<file path="config.mk">
export PLATFORM = sky130hd
export DESIGN_NAME = fetch_sequencer
export DESIGN_NICKNAME = d
export VERILOG_FILES = /design/src/rtl/fetch_pkg.sv /design/src/rtl/fetch_sequencer.sv
export SDC_FILE = /design/constraint.sdc
export NUM_CORES = 1
export LEC_CHECK = 0
export BUFFER_PORTS_ARGS = -buffer_cell sky130_fd_sc_hd__buf_2
export CAP_MARGIN = 15
export CELL_PAD_IN_SITES_DETAIL_PLACEMENT = 1
export CELL_PAD_IN_SITES_GLOBAL_PLACEMENT = 1
export CORE_MARGIN = 8
export CORE_UTILIZATION = 40
export CTS_CLUSTER_DIAMETER = 40
export DETAILED_ROUTE_END_ITERATION = 16
export PLACE_DENSITY = 0.88
export SLEW_MARGIN = 20
export SYNTH_ARGS = -nofsm -noshare
export SYNTH_HDL_FRONTEND = slang
export SYNTH_SLANG_ARGS = --single-unit
</file>
<file path="constraint.sdc">
create_clock -name clk -period 6.5 [get_ports clk]
set_input_delay 0.325 -clock clk [delete_from_list [all_inputs] [get_ports clk]]
set_output_delay 0.325 -clock clk [all_outputs]
set_load 0.02 [all_outputs]
</file>
<file path="src/rtl/fetch_pkg.sv">
// Shared fetch-stage types: sequencer state encoding and the fixed instruction size.
package fetch_pkg;

    typedef enum logic [1:0] {
        REQ  = 2'd0,
        WAIT = 2'd1,
        HOLD = 2'd2,
        ERR  = 2'd3
    } state_e;

    localparam logic [31:0] INST_BYTES = 32'd4;

endpackage

</file>
<file path="src/rtl/fetch_sequencer.sv">
// Fetch PC owner: one outstanding imem request, single-entry decode buffer; inst_valid from cycle N+k+1.
// Stalls in HOLD until decode takes the word; redirects flush wrong-path work; watchdog/misalign latch ERR.
module fetch_sequencer
    import fetch_pkg::*;
#(
    parameter logic [31:0] RESET_PC = 32'h0000_0000,
    parameter int unsigned TIMEOUT  = 16
) (
    input  logic        clk,
    input  logic        rst,
    input  logic        redirect_i,
    input  logic [31:0] redirect_pc_i,
    output logic        imem_req_valid_o,
    input  logic        imem_req_ready_i,
    output logic [31:0] imem_req_addr_o,
    input  logic        imem_rsp_valid_i,
    input  logic [31:0] imem_rsp_data_i,
    output logic        inst_valid_o,
    input  logic        inst_ready_i,
    output logic [31:0] inst_data_o,
    output logic [31:0] inst_pc_o,
    output logic        fetch_err_o
);

    localparam logic [7:0] WAIT_LIMIT = 8'(TIMEOUT - 1);

    state_e      state_q, state_d;
    logic [31:0] fetch_pc_q, fetch_pc_d;
    logic        drop_q, drop_d;
    logic [7:0]  wait_cnt_q, wait_cnt_d;
    logic [31:0] inst_data_q, inst_data_d;
    logic [31:0] inst_pc_q, inst_pc_d;

    logic req_fire;
    logic redir_bad;

    assign req_fire  = (state_q == REQ) && !redirect_i && imem_req_ready_i;
    assign redir_bad = redirect_i && (redirect_pc_i[1:0] != 2'b00);

    always_ff @(posedge clk or posedge rst) begin
        if (rst) begin
            state_q     <= REQ;
            fetch_pc_q  <= RESET_PC;
            drop_q      <= 1'b0;
            wait_cnt_q  <= 8'd0;
            inst_data_q <= 32'd0;
            inst_pc_q   <= 32'd0;
        end else begin
            state_q     <= state_d;
            fetch_pc_q  <= fetch_pc_d;
            drop_q      <= drop_d;
            wait_cnt_q  <= wait_cnt_d;
            inst_data_q <= inst_data_d;
            inst_pc_q   <= inst_pc_d;
        end
    end

    always_comb begin
        state_d     = state_q;
        fetch_pc_d  = fetch_pc_q;
        drop_d      = drop_q;
        wait_cnt_d  = wait_cnt_q;
        inst_data_d = inst_data_q;
        inst_pc_d   = inst_pc_q;

        case (state_q)
            REQ: begin
                if (req_fire) begin
                    state_d    = WAIT;
                    inst_pc_d  = fetch_pc_q;
                    fetch_pc_d = fetch_pc_q + INST_BYTES;
                    wait_cnt_d = 8'd0;
                end
            end
            WAIT: begin
                wait_cnt_d = wait_cnt_q + 8'd1;
                if (imem_rsp_valid_i) begin
                    // A redirect landing with the response makes that word wrong-path too.
                    if (drop_q || redirect_i) begin
                        drop_d  = 1'b0;
                        state_d = REQ;
                    end else begin
                        inst_data_d = imem_rsp_data_i;
                        state_d     = HOLD;
                    end
                end else if (redirect_i) begin
                    drop_d = 1'b1;
                end else if (wait_cnt_q >= WAIT_LIMIT) begin
                    state_d = ERR;
                end
            end
            HOLD: begin
                if (redirect_i || inst_ready_i) begin
                    state_d = REQ;
                end
            end
            default: begin
            end
        endcase

        if (redirect_i && (state_q != ERR)) begin
            fetch_pc_d = redirect_pc_i;
            if (redir_bad) begin
                state_d = ERR;
            end
        end
    end

    always_comb begin
        imem_req_valid_o = (state_q == REQ) && !redirect_i;
        inst_valid_o     = (state_q == HOLD);
        fetch_err_o      = (state_q == ERR);
    end

    assign imem_req_addr_o = fetch_pc_q;
    assign inst_data_o     = inst_data_q;
    assign inst_pc_o       = inst_pc_q;

endmodule

</file>
# Yosys cells after proc, flatten, opt, wreduce, memory -nomap -nowiden
# Index checks and enable logic that the tools add are counted.
[word_totals]
ff_bits = 107
inputBits = 70
output_inout_bits = 99
[op_classes]
addsub = 2
n_lt_le_gt_ge = 1
eq_ne = 6
n_mux = 17
bitwise = 1
reduce_logical = 18
[ops]
columns = ["cell", "n"]
rows = [
  ["$mux 32", 3],
  ["$add 32x3->32 const B", 1],
  ["$mux 2", 8],
  ["$pmux 8 s2", 1],
  ["$reduce_bool 2->1", 5],
  ["$add 8x1->8 const B", 1],
  ["$ge 8x4->1 const B", 1],
  ["$mux 8", 1],
  ["$pmux 2 s3", 1],
  ["$reduce_and 2->1", 3],
  ["$reduce_and 3->1", 2],
  ["$eq 2x2->1 const B", 2],
  ["$logic_and 1x1->1", 4],
  ["$ne 2x2->1 const B", 2],
  ["$mux 1", 3],
  ["$eq 2x1->1 const B", 1],
  ["$logic_not 2->1", 1],
  ["$logic_or 1x1->1", 2],
  ["$ne 2x1->1 const B", 1],
  ["$logic_not 1->1", 1],
  ["$not 1->1", 1],
]

# Logic depth before layout (Yosys ltp)
[depth]
word_depth = 7
depth_mapped = 8
depth_no_buf = 6

# Least setup slack after synthesis
# No wires, ideal clock.
[synth_timing]
path_type = "register -> register"
start = "reg fetch_pc_q[4], in the netlist imem_req_addr_o[4]"
end = "reg fetch_pc_q[30], in the netlist imem_req_addr_o[30]"
setup_time_ps = 125
arrival_time_ps = 2007
slack_ps = 4369
path_stages_with_launch = 7
period_less_slack_ps = 2131
path_cell_list = "dfrtp_1 > clkbuf_1 > nand4_1 > nor4_4 > nand4_1 > xnor2_1 > mux2_2"
[synth_between]
elab_chain_cells = 4
[synth_rtl]
columns = ["item", "line", "text"]
rows = [
  ["start, declared", "fetch_sequencer.sv:28", "logic [31:0] fetch_pc_q, fetch_pc_d;"],
  ["start signal, assigned", "fetch_sequencer.sv:50", "fetch_pc_q <= fetch_pc_d;"],
  ["$add 32x3->32", "fetch_sequencer.sv:71", "fetch_pc_d = fetch_pc_q + INST_BYTES;"],
  ["$mux 32", "fetch_sequencer.sv:68", "if (req_fire) begin"],
  ["$mux 32", "fetch_sequencer.sv:66", "case (state_q)"],
  ["$mux 32", "fetch_sequencer.sv:101", "if (redirect_i && (state_q != ERR)) begin"],
]
# Every way passes these cells. The select of a mux whose other input is x is not followed.
# A chain may end at the register's enable or synchronous reset.

# Worst setup path after layout
[layout_timing]
start = "reg state_q[0]"
end = "reg fetch_pc_q[30], in the netlist imem_req_addr_o[30]"
[layout_between]
elab_chain_cells = 5
elab_cells_between_ends = 9
classes_between = "1 x eq/ne; 1 x mux; 7 x reduce/logical"
[layout_rtl]
columns = ["item", "line", "text"]
rows = [
  ["start, declared", "fetch_sequencer.sv:27", "state_e state_q, state_d;"],
  ["start signal, assigned", "fetch_sequencer.sv:49", "state_q <= state_d;"],
  ["$logic_not 2->1", "fetch_sequencer.sv:37, fetch_sequencer.sv:66", ""],
  ["$logic_and 1x1->1 (2 in a row)", "fetch_sequencer.sv:37", "assign req_fire = (state_q == REQ) && !redirect_i && imem_req_ready_i;"],
  ["$reduce_bool 2->1 (no source line)", "-", ""],
  ["$reduce_and 2->1 (no source line)", "-", ""],
]
# Several ways; a longest one is shown, not always the timed one.

==> out/qor.yml <==
outcome:
  status: "finished, final reports clean"
final_layout:
  diodes: 0
  drive_gt1_share_pct: 35.9
  fin_nets: 699
  area_growth_pct: 26.2
  nFillCells: 1335
  multi_input_area_sq_um: 1910
  seqCellArea_sq_um: 2680
flow_run:
  cap_viol_max_count: 0
routing:
  ant_nets: 0
  routed_wl_microns: 15200
  firstDrtPassIters: 4
  vias_per_cell: 5.29
  drc_errors: 0
  wire_per_inst_microns: 19.6
  vias: 4099
  drtIter0Drc: 184
global_routing:
  grt_overflow: 0
  grt_pass1_wl_microns: 24600
  track_usage_pct: 19.5
  grt_max_degree: 80
  antenna_found_initial: 1
  grt_pass1_vias: 4552
synth:
  synth-seq-cells: 107
  syn-num-nets: 541
  synth_edf_count: 0
  synth_flop_cell: "dfrtp_1"
  avgSynthCellArea_sq_um: 10.1
  synth_cell_types: 40
  netlist_area_sq_um: 4730
  synthCells: 469
  ys_async_sr_fraction_pct: 100
  synth-warning-count: 0
  seq_area_frac_synth_pct: 56.6
timing:
  max_freq_mhz: 366
  setup_tns_ns: 0
  grt_setup_unrepaired: "false"
  min_period_over_period_pct: 42.1
  hold_viol_final: 0
  drv_slew: 0
  hold_ws_ns: 0.175
  tightest_slew_ns: 1.04
  finalSetupViolCount: 0
  relSlewSlack_pct: 29.3
  finClkSkew_ns: 0.00574
  min_period_ns: 2.73
critical_path:
  critPathCaptureType: "flop"
  timing.rr.start: "state_q[0]$_DFF_PP0_"
  worstPathRequired_ns: 6.74
  crit_type: "reg -> reg"
  startpoint: "state_q[0]$_DFF_PP0_"
  timing.rr.end: "imem_req_addr_o[30]$_DFFE_PP0P_"
  worstSetupStartpointType: "flop"
  r2r_slack_ns: 3.77
  ff2ff_path_depth: 6
  cp_max_fo: 52
  arrival_ns: 2.97
floorplan:
  core_sq_um: 11500
  rows: 39
  die_h_microns: 125
  start_util_pct: 41.3
  die_x_microns: 125
  num_io_pins: 169
  dieArea_sq_um: 15600
placed_design:
  port_buffers: 168
  gp_congestion: 0.780
  hpwlAfterDp_microns: 11300
cts:
  h-tree-depth: 3
  clock_latency_ns: 0.35
  clk_pin_slew_ns: 0.07
  cts_resized: 0
  cts_buffer_depth: 2
  cts_sinks: 107
  cts_buffers: 9
  cts_tree: "built"
  root_buffer: "clkbuf_16"
power_and_ir_drop:
  ir_drop_mv: 0.254
  p_per_area_nw_per_um2: 518
  leakagePower_nw: 3.00
worst_hold_path:
  min_from: "redirect_pc_i[23]"
  min_path_type: "in -> reg"
  whs_endpoint: "imem_req_addr_o[23]$_DFFE_PP0P_"
  whs_path_depth: 3
[timing repair]
item,in CTS,in global routing
endpoints found under the hold margin,28,0
endpoints found under the setup margin,0,0
buffers inserted,0,0
hold buffers,1,0
[cell families (layout without fill, tap and decap cells)]
kind of cell | after synthesis | after routing | synth area share, %
multiplexers | 33 | 33 | 7.85
adder cells (fa/ha/maj) | 2 | 2 | 0.529
flip-flops | 107 | 107 | 56.6
AO/OA/AOI/OAI | 57 | 57 | 7.40
AND/OR/NAND/NOR | 215 | 215 | 20.9
XOR/XNOR | 19 | 19 | 3.52
buffers and inverters | 36 | 199 | 3.22
[state kept, by name, summed over array words and instances, names as in the netlist]
register and cells:
wait_cnt_q 8, drop_q 1, inst_pc_o 32, state_q 2
imem_req_addr_o 32, inst_data_o 32
[area by class of cell]
cell class	instances	area share, %
Sequential cell	107	44.8
Multi-Input combinational cell	326	32.0
Timing Repair Buffer	174	14.9
Clock buffer	11	4.06
Tap cell	143	2.99
Clock inverter	5	0.628
Inverter	9	0.607
[metal layers]
layer	share of wire, %	track usage [%]	vias to the layer above
li1	-	-	1911
met1	40	21.7	2037
met2	50	34.0	131
met3	7.9	6.85	18
met4	1.4	6.45	2
met5	0.086	0	-
[through the flow]
stage / total power, mW / instances / setup WS, ns / util [%] / instance area [sq um]
after floorplan: 2.04 / 469 / 3.36 / - / 4730
after global placement: 2.51 / 758 / 3.90 / 49.5 / 5680
after detailed placement: 2.60 / 758 / 3.80 / 49.5 / 5680
after CTS: 3.14 / 775 / 3.77 / 52.1 / 5970
after global routing: 3.29 / 775 / 3.65 / 52.1 / 5970
final: 3.09 / 775 / 3.77 / 52.1 / 5970
[report_power, final]
group	switching (mW)	internal, mW	leakage, nW	total, mW
Sequential	0.295	0.975	1.32	1.27
Combinational	0.836	0.460	1.55	1.30
Clock	0.254	0.272	0.132	0.526
[worst max-delay path: stages (launching register included)]
cell	delay [ns]
dfrtp_1	0.45
or4b_2	0.69
buf_4	0.33
nor4_4	0.50
nand4_1	0.18
xnor2_1	0.18
mux2_2	0.27
[cells in the mapped netlist (5+ instances only)]
library cell / number / share of area, %
nand2_1: 131 / 10
dfrtp_1: 107 / 57
mux2_2: 33 / 7.9
o21ai_0: 24 / 2.5
clkbuf_1: 22 / 1.7
nand4_1: 19 / 2.5
nand3_1: 16 / 1.7
nor2_1: 16 / 1.3
xor2_1: 15 / 2.8
nor3_1: 12 / 1.3
inv_1: 9 / 0.71
o21ai_1: 6 / 0.63
and2_1: 5 / 0.66
[cell usage in the layout, fill, tap and decap left out, types with 2 or more instances in the layout]
master	synthesis	routed
xnor2_1	4	4
a21oi_1	4	4
nand3_1	16	16
a31oi_1	2	2
nor4_4	2	2
xor2_1	15	15
a311oi_1	2	2
ha_1	2	2
nand4_1	19	19
a211oi_1	4	4
nand2_1	131	131
o31ai_1	3	3
buf_4	0	4
o311ai_0	2	2
buf_2	2	168
o21ai_1	6	6
and3_1	4	4
nor2b_1	2	2
mux2_2	33	33
a22oi_1	3	3
nor3_1	12	12
and4_1	2	2
nor2_1	16	16
clkinvlp_4	0	2
o211ai_1	3	3
o21ai_0	24	24
and2_1	5	5
clkbuf_16	0	9
dfrtp_1	107	107
inv_1	9	8
[worst max-delay path by stage]
stage / end / slack [ns]
6_report: imem_req_addr_o[30]$_DFFE_PP0P_ / 3.77
2_1_floorplan: drop_q$_DFFE_PP0P_ / 3.36
4_1_cts: imem_req_addr_o[30]$_DFFE_PP0P_ / 3.77
5_1_grt: imem_req_addr_o[30]$_DFFE_PP0P_ / 3.65
3_5_place_dp: imem_req_addr_o[30]$_DFFE_PP0P_ / 3.80
3_3_place_gp: imem_req_addr_o[30]$_DFFE_PP0P_ / 3.90
No activity file was read; power rests on OpenSTA's default activity.
